### src/rtl/uart_pkg.sv
// Shared UART definitions: FSM states, parity modes and default link rates.
// Used by both the transmitter and the receiver.
package uart_pkg;

  // Frame sequencing states, common to transmit and receive paths
  typedef enum logic [2:0] {
    OCIOSO   = 3'd0,
    INICIO   = 3'd1,
    DADOS    = 3'd2,
    PARIDADE = 3'd3,
    PARADA   = 3'd4
  } estado_t;

  // Parity modes
  localparam int NENHUMA = 0;
  localparam int PAR     = 1;
  localparam int IMPAR   = 2;

  // Default system clock and serial rate
  localparam int FREQ_CLOCK_PADRAO = 50_000_000;
  localparam int BAUD_PADRAO       = 9600;

  // Parity bit for a byte: XOR of the data for even, its inverse for odd
  function automatic logic bit_paridade(input logic [7:0] dado, input int modo);
    return (^dado) ^ (modo == IMPAR);
  endfunction

endpackage

### src/rtl/transmitter_if.sv
// Byte handshake between the register interface (master) and the UART
// transmitter (slave). A byte moves on any edge with Valido and Pronto high.
interface transmitter_if;

  logic [7:0] Dado;
  logic       Valido;
  logic       Pronto;

  modport master (output Dado, output Valido, input Pronto);
  modport slave  (input Dado, input Valido, output Pronto);

endinterface

### src/rtl/baud_tick.sv
// Bit-period timer. Counts clock cycles and pulses tick_o for one cycle on
// the last cycle of each bit; the counter then wraps to zero. clear_i holds
// the count at zero so a new frame starts on a full bit period.
module baud_tick #(
  parameter int ClocksPorBit = 16
) (
  input  logic Clock,
  input  logic Reset,
  input  logic clear_i,
  output logic tick_o
);

  localparam int W = (ClocksPorBit > 2) ? $clog2(ClocksPorBit) : 1;
  localparam logic [W-1:0] ULTIMO = W'(ClocksPorBit - 1);

  logic [W-1:0] cnt_q;
  logic [W-1:0] cnt_d;

  assign tick_o = (cnt_q == ULTIMO);

  // Next count: restart on clear or at the bit boundary, otherwise advance
  always_comb begin
    cnt_d = cnt_q + W'(1);
    if (clear_i || tick_o) begin
      cnt_d = '0;
    end
  end

  // Counter register
  always_ff @(posedge Clock or negedge Reset) begin
    if (!Reset) begin
      cnt_q <= '0;
    end else begin
      cnt_q <= cnt_d;
    end
  end

endmodule

### src/rtl/transmitter.sv
// UART transmit stage. Takes one byte per Valido/Pronto handshake and sends
// start bit, 8 data bits LSB first, optional parity and 1 or 2 stop bits.
//
// state    | meaning
// ---------+------------------------------------------------------------
// OCIOSO   | idle, Tx high, Pronto high, waiting for Valido
// INICIO   | start bit (Tx low)
// DADOS    | data bits, shift[0] on the line, bit_cnt counts 0..7
// PARIDADE | parity bit (only when parity is enabled)
// PARADA   | stop bit(s), Tx high, stop_cnt counts the stop periods
//
// Tx and Pronto are registers updated in the same edge as the state, so the
// line never glitches and Valido has no combinational path to Tx.
module transmitter
  import uart_pkg::*;
#(
  parameter int FrequenciaClock = FREQ_CLOCK_PADRAO,
  parameter int BaudRate        = BAUD_PADRAO,
  parameter int ClocksPorBit    = FrequenciaClock / BaudRate,
  parameter int Paridade        = NENHUMA,
  parameter int BitsStop        = 1
) (
  input  logic               Clock,
  input  logic               Reset,
  transmitter_if.slave       bus,
  output logic               Tx,
  output logic               Ocupado
);

  localparam bit   COM_PARIDADE = (Paridade != NENHUMA);
  localparam logic ULTIMO_STOP  = (BitsStop == 2);

  estado_t    estado_q;
  logic [7:0] shift_q;
  logic [2:0] bit_cnt_q;
  logic       stop_cnt_q;
  logic       paridade_q;
  logic       tx_q;
  logic       pronto_q;

  logic       tick;
  logic       limpa_tick;

  // The bit timer sits at zero while idle, so the accept edge starts the
  // start bit with a full period in front of it.
  assign limpa_tick = (estado_q == OCIOSO);

  baud_tick #(
    .ClocksPorBit(ClocksPorBit)
  ) u_baud_tick (
    .Clock  (Clock),
    .Reset  (Reset),
    .clear_i(limpa_tick),
    .tick_o (tick)
  );

  assign Tx         = tx_q;
  assign bus.Pronto = pronto_q;
  assign Ocupado    = ~pronto_q;

  // Frame sequencer with registered Tx/Pronto; each bit change happens on tick
  always_ff @(posedge Clock or negedge Reset) begin
    if (!Reset) begin
      estado_q   <= OCIOSO;
      shift_q    <= '0;
      bit_cnt_q  <= '0;
      stop_cnt_q <= 1'b0;
      paridade_q <= 1'b0;
      tx_q       <= 1'b1;
      pronto_q   <= 1'b1;
    end else begin
      unique case (estado_q)
        OCIOSO: begin
          if (bus.Valido) begin
            shift_q    <= bus.Dado;
            paridade_q <= bit_paridade(bus.Dado, Paridade);
            bit_cnt_q  <= '0;
            stop_cnt_q <= 1'b0;
            tx_q       <= 1'b0;
            pronto_q   <= 1'b0;
            estado_q   <= INICIO;
          end
        end

        INICIO: begin
          if (tick) begin
            tx_q     <= shift_q[0];
            estado_q <= DADOS;
          end
        end

        DADOS: begin
          if (tick) begin
            if (bit_cnt_q == 3'd7) begin
              bit_cnt_q <= '0;
              if (COM_PARIDADE) begin
                tx_q     <= paridade_q;
                estado_q <= PARIDADE;
              end else begin
                tx_q     <= 1'b1;
                estado_q <= PARADA;
              end
            end else begin
              // Next bit is shift[1]; load it as the register shifts right
              shift_q   <= {1'b0, shift_q[7:1]};
              tx_q      <= shift_q[1];
              bit_cnt_q <= bit_cnt_q + 3'd1;
            end
          end
        end

        PARIDADE: begin
          if (tick) begin
            tx_q     <= 1'b1;
            estado_q <= PARADA;
          end
        end

        PARADA: begin
          if (tick) begin
            if (stop_cnt_q == ULTIMO_STOP) begin
              stop_cnt_q <= 1'b0;
              pronto_q   <= 1'b1;
              estado_q   <= OCIOSO;
            end else begin
              stop_cnt_q <= stop_cnt_q + 1'b1;
            end
          end
        end

        default: begin
          tx_q     <= 1'b1;
          pronto_q <= 1'b1;
          estado_q <= OCIOSO;
        end
      endcase
    end
  end

endmodule
### src/flat_wrapper.sv
// flat-port wrapper written by rule: the top's interface ports become plain ports
module transmitter_flat import uart_pkg::*;
#(
  parameter int FrequenciaClock = FREQ_CLOCK_PADRAO,
  parameter int BaudRate        = BAUD_PADRAO,
  parameter int ClocksPorBit    = FrequenciaClock / BaudRate,
  parameter int Paridade        = NENHUMA,
  parameter int BitsStop        = 1
)
  (Clock, Reset, Tx, Ocupado, bus_Dado, bus_Valido, bus_Pronto);
  transmitter_if bus_i ();
  input  logic Clock;
  input  logic Reset;
  output logic Tx;
  output logic Ocupado;
  input wire logic [$bits(bus_i.Dado)-1:0] bus_Dado;
  input wire logic [$bits(bus_i.Valido)-1:0] bus_Valido;
  output wire logic [$bits(bus_i.Pronto)-1:0] bus_Pronto;
  assign bus_i.Dado = bus_Dado;
  assign bus_i.Valido = bus_Valido;
  assign bus_Pronto = bus_i.Pronto;
  transmitter #(.FrequenciaClock(FrequenciaClock), .BaudRate(BaudRate), .ClocksPorBit(ClocksPorBit), .Paridade(Paridade), .BitsStop(BitsStop)) u_core (.Clock(Clock), .Reset(Reset), .bus(bus_i), .Tx(Tx), .Ocupado(Ocupado));
endmodule
### config.mk
export PLATFORM = sky130hd
export DESIGN_NAME = transmitter_flat
export DESIGN_NICKNAME = d
export VERILOG_FILES = /design/src/rtl/uart_pkg.sv /design/src/rtl/transmitter_if.sv /design/src/rtl/baud_tick.sv /design/src/rtl/transmitter.sv /design/src/flat_wrapper.sv
export SDC_FILE = /design/constraint.sdc
export NUM_CORES = 1
export LEC_CHECK = 0
export CAP_MARGIN = 15
export CORE_ASPECT_RATIO = 1.4
export CORE_MARGIN = 3
export CORE_UTILIZATION = 50
export DETAILED_ROUTE_END_ITERATION = 7
export HOLD_SLACK_MARGIN = 0.08
export PLACE_DENSITY_LB_ADDON = 0.15
export SLEW_MARGIN = 20
export SYNTH_ARGS = -nofsm -noshare
export SYNTH_HDL_FRONTEND = slang
export SYNTH_SLANG_ARGS = --single-unit
export TNS_END_PERCENT = 20
### constraint.sdc
create_clock -name Clock -period 1.9 [get_ports Clock]
set_input_delay 0.38 -clock Clock [delete_from_list [all_inputs] [get_ports Clock]]
set_output_delay 0.38 -clock Clock [all_outputs]
set_load 0.02 [all_outputs]
# Word-level counts from Yosys, hierarchy flattened

Index checks and enable logic that the tools add are counted.

Register bits after elaboration: 30
Input port bits: 11
Output and inout port bits: 3
Word-level logic and storage cells: 67

$add $sub $neg: 3
Equality and inequality tests: 14
Muxes and demuxes: 29
Bitwise operators: 3
Reductions and logical operators: 11

Operator list:

| kind                  | count |
|---|---|
| $mux 3                | 10 |
| $mux 8                | 3 |
| $pmux 8 s2            | 1 |
| $pmux 3 s5            | 1 |
| $ne 2x2->1 const B    | 7 |
| $add 13x1->13 const B | 1 |
| $eq 13x13->1 const B  | 1 |
| $mux 13               | 1 |
| $mux 1                | 9 |
| $reduce_and 4->1      | 2 |
| $reduce_and 7->1      | 1 |
| $eq 3x2->1 const B    | 2 |
| $eq 3x3->1 const B    | 2 |
| $pmux 3 s2            | 1 |
| $reduce_and 3->1      | 2 |
| $pmux 1 s5            | 1 |
| $reduce_and 5->1      | 1 |
| $reduce_bool 2->1     | 2 |
| $add 3x1->3 const B   | 1 |
| $eq 3x1->1 const B    | 1 |
| $logic_not 3->1       | 1 |
| $not 1->1             | 3 |
| $pmux 1 s3            | 1 |
| $reduce_or 3->1       | 1 |
| other kinds (4)       | 4 |

# Logic depth before layout (Yosys ltp)

Word-level depth: 4
Mapped depth: 6
Mapped depth without buffers: 6

# By module

From an unflattened synthesis, not the netlist that was laid out.

Cells, all modules: 150
Area total of the unflattened synthesis: 1594.0 um2

Modules (own cells, without submodules):

| module      | instances | cells an instance | area each (um2) | seq. area each (um2) |
|---|---|---|---|---|
| transmitter | 1         | 82                | 908.4           | 402.9 |
| baud_tick   | 1         | 68                | 685.7           | 325.3 |

# Worst setup path before layout

OpenSTA, ideal clock, no wires.

Kind: register -> register
From: reg u_core.u_baud_tick.cnt_q[0]
To: reg u_core.shift_q[0]
Setup time: 0.125 ns
Arrival time: 1.641 ns
Data required time: 1.775 ns
Slack: 0.134 ns
Stages on the path, launching flop included: 6
Path buffers: 0
Clock period less this slack: 1.766 ns
Cells stage by stage: dfrtp_1 > ha_1 > and4b_1 > nand3_4 > o21ai_4 > mux2_2

Word-level cells in the longest chain between the ends: 3

RTL lines:

| what                       | RTL line           | text |
|---|---|---|
| start, declared            | baud_tick.sv:16    | `logic [W-1:0] cnt_q;` |
| start signal, assigned     | baud_tick.sv:34    | `cnt_q <= cnt_d;` |
| $eq 13x13->1               | baud_tick.sv:19    | `assign tick_o = (cnt_q == ULTIMO);` |
| $ne 2x2->1 (no line)       | --                 |  |
| $reduce_and 4->1 (no line) | --                 |  |
| end signal, assigned       | transmitter.sv:75  | `shift_q <= bus.Dado;` |
| end signal, assigned       | transmitter.sv:105 | `shift_q <= {1'b0, shift_q[7:1]};` |
| end, declared              | transmitter.sv:34  | `logic [7:0] shift_q;` |

No other way between the ends.
A chain may end at the register's enable or synchronous reset.

# Worst setup path in the final report

From: reg u_core.bit_cnt_q[0]
To: reg u_core.shift_q[3]

Word-level cells in the longest chain between the ends: 3

RTL lines:

| what                       | RTL line           | text |
|---|---|---|
| start, declared            | transmitter.sv:35  | `logic [2:0] bit_cnt_q;` |
| start signal, assigned     | transmitter.sv:107 | `bit_cnt_q <= bit_cnt_q + 3'd1;` |
| $eq 3x3->1                 | transmitter.sv:94  | `if (bit_cnt_q == 3'd7) begin` |
| $ne 2x2->1 (no line)       | --                 |  |
| $reduce_and 4->1 (no line) | --                 |  |

No other way between the ends.

==> impl_results.md <==
* Status: finished clean
* Antenna-violating nets left at 0
* RSZ-0062 raised after global routing: yes
* Final hold vios at 0
* Synth Cell Area at 1490 um^2
* Register area at 728 um^2
* Tcrit/Tclk final at 0.967
* I/O pin cnt at 14
* Worst reg2reg path depth at 6
* Count of state elements after synthesis at 29
* P_leak at 0.785 nW
* Worst-path maximum fanout at 8
* FILL cells at 237
* Post-route cell area at 1780 um^2
* Die Wd at 52.1 um
* Async SR Flop Fraction at 1.00
* Synth Area per Inst at 10.9 um^2
* CTS tree: done
* Post-synth EDFFs at 0
* Pwr per Cell Area at 790 nW/um^2
* Most common cell in the netlist: dfrtp_1
* Post-DR wirelength/cell at 14.0 um
* Pin count of the biggest net entering global routing at 30
* PortBufs at 13
* Core Area at 2730 um^2
* Total CTS buffers at 5
* Iter 0 DRT Violations at 23
* Hold Buf Count CTS at 0
* Final wirelength at 2830 um
* Full die area at 3680 um^2
* Syn Nets at 151
* CP Launch Type: register
* Router iterations before antenna repair at 4
* Die height at 70.5 um
* H-tree depth reported by CTS at 2
* Hold_ws at 424 ps
* Top FF cell, synth: dfrtp_1
* Req. time, crit path at 2110 ps
* Antenna diodes at 0
* Synth warn at 0
* Via/cell ratio at 5.46
* Cells after Synth at 137
* Layout net count at 179
* Initial Util at 0.546
* Flop2flop setup slack at 60 ps
* R2r endpoint: u_core.shift_q[3]
* Area growth syn-to-layout at 19.9%
* Cell taking the most area after synthesis: dfrtp_1
* Final Setup Violations at 0
* Worst vdd ir at 0.000536 V
* Ranking of synthesized cells by area: dfrtp_1 45%, mux2_2 11%, nor2_1 5.3%, xnor2_1 4.7%, dfstp_2 3.5%
* Critical path class: register to register
* Layout cells sized above 1 at 0.217
* DR vias at 1,103
* Residual DRC at 0
* Clk_lat worst skew at 320 ps
* Worst-case clock buffer depth at 2
* Worst r2r src: u_core.bit_cnt_q[0]
* Final GP Congestion at 0.795
* Crit path time final at 1840 ps
* Total chip power at 0.00141 W
* Register area share after synthesis at 0.489
* Slew @ Worst Pin at 363 ps
* Number of global-route vias before repair at 1,163
* Slew margin rel. at 0.758
* Row count at 22
* Area of the multi-input gates at 718 um^2
* Layout Skew at 2.86 ps
* First-pass GRT wire length at 5020 um
* Grt total ovfl at 0
* Post-synth top cells: 27 x dfrtp_1, 21 x nor2_1, 14 x mux2_2
* Root buf cell: clkbuf_4
* Synth top area share at 0.454
* Worst setup EP type: register
* Placement Cell Area at 1720 um^2
* Initial antenna violation count at 0
* Clock sink count at 29
* All-Layer GR Usage at 0.188
* Max Clk Rate at 544 MHz
* Clk slew on worst S/H paths at 90 ps
* Final Max Slew Viols at 0
* Number of library cell types mapped by synthesis at 32
* Arrival @ worst endpoint at 2050 ps
* Hold Crit Class: primary input to async pin
* MaxCap Viol Count at 0
* DP HPWL at 2090 um
cell type report:
cell class,instances,share of cell area
flip-flops and latches,29,0.408
multi-input cells,98,0.403
clock buffers,8,0.0273
inverters,7,0.0147
well taps,36,0.0252
repair buffers,24,0.122
power by group:
group	total, W	switching [W]	internal (W)
Clock	0.000349	0.000202	0.000147
Combinational	0.000261	0.000114	0.000147
Sequential	0.000800	0.0000867	0.000713
worst max path at each step:
stage	cells past startpoint	slack [ps]	from	to
floorplan	5	130	u_core.u_baud_tick.cnt_q[0]	u_core.shift_q[0]
global placement	6	130	u_core.bit_cnt_q[0]	u_core.shift_q[2]
detailed placement	6	80	u_core.bit_cnt_q[0]	u_core.shift_q[3]
CTS	1	20	u_core.bus.Pronto	bus_Pronto
global route	6	-10	u_core.bit_cnt_q[0]	u_core.shift_q[3]
finish	6	60	u_core.bit_cnt_q[0]	u_core.shift_q[3]
cell usage in the layout (no fill, tap or decap), types with 4 or more instances in the layout:
| cell | count |
|---|---|
| o2bb2ai_1 | 4 |
| nor3_1 | 5 |
| nand2_1 | 7 |
| clkdlybuf4s50_1 | 11 |
| xnor2_1 | 8 |
| clkbuf_4 | 5 |
| mux2_2 | 14 |
| dfrtp_1 | 27 |
| buf_4 | 11 |
| inv_1 | 7 |
| nor2_1 | 21 |
| nand3_1 | 8 |
registers in the layout, summed over array words and instances, names as in the netlist:
register	count
u_core.Tx	1
u_core.bit_cnt_q	3
u_core.bus.Pronto	1
u_core.estado_q	3
u_core.shift_q	8
u_core.u_baud_tick.cnt_q	13
critical path: stages, from the launching register on:
cell,delay [ps]
dfrtp_1,400
ha_1,210
ha_1,190
nor2_1,140
nand2_1,110
o21ai_4,300
mux2_2,380
metrics by stage:
stage                     cells  setup TNS, ps  setup slack (ps)  utilization
final                       202              0              62.5        0.655
after global routing        202          -12.6             -12.6        0.655
after CTS                   200              0              17.1        0.647
after detailed placement    192              0              83.4        0.629
after global placement      192              0               131        0.629
after floorplan             137              0               134            -
kinds of logic (layout without fill, tap and decap cells):
logic type | count (synthesis) | in the layout | synth area share
buffers and inverters | 10 | 39 | 0.0278
and+or+nand+nor | 56 | 56 | 0.204
muxes | 15 | 15 | 0.113
AOI/OAI and AO/OA | 13 | 13 | 0.0757
adders and majority gates | 3 | 3 | 0.0252
DFF | 29 | 29 | 0.489
xor gates and xnor gates | 11 | 11 | 0.0648
timing repair:
action	CTS	global route
resized for setup	0	2
endpoints found under the hold margin	0	0
setup endpoints to repair	0	6
setup buffers	0	2
layer usage:
metal,vias to the layer above,global-route usage,share of wire
li1,539,-,-
met4,0,0.105,0.028
met5,-,0,0
met1,542,0.192,0.40
met3,7,0.0632,0.034
met2,15,0.324,0.54
(Power assumes the default switching activity.)
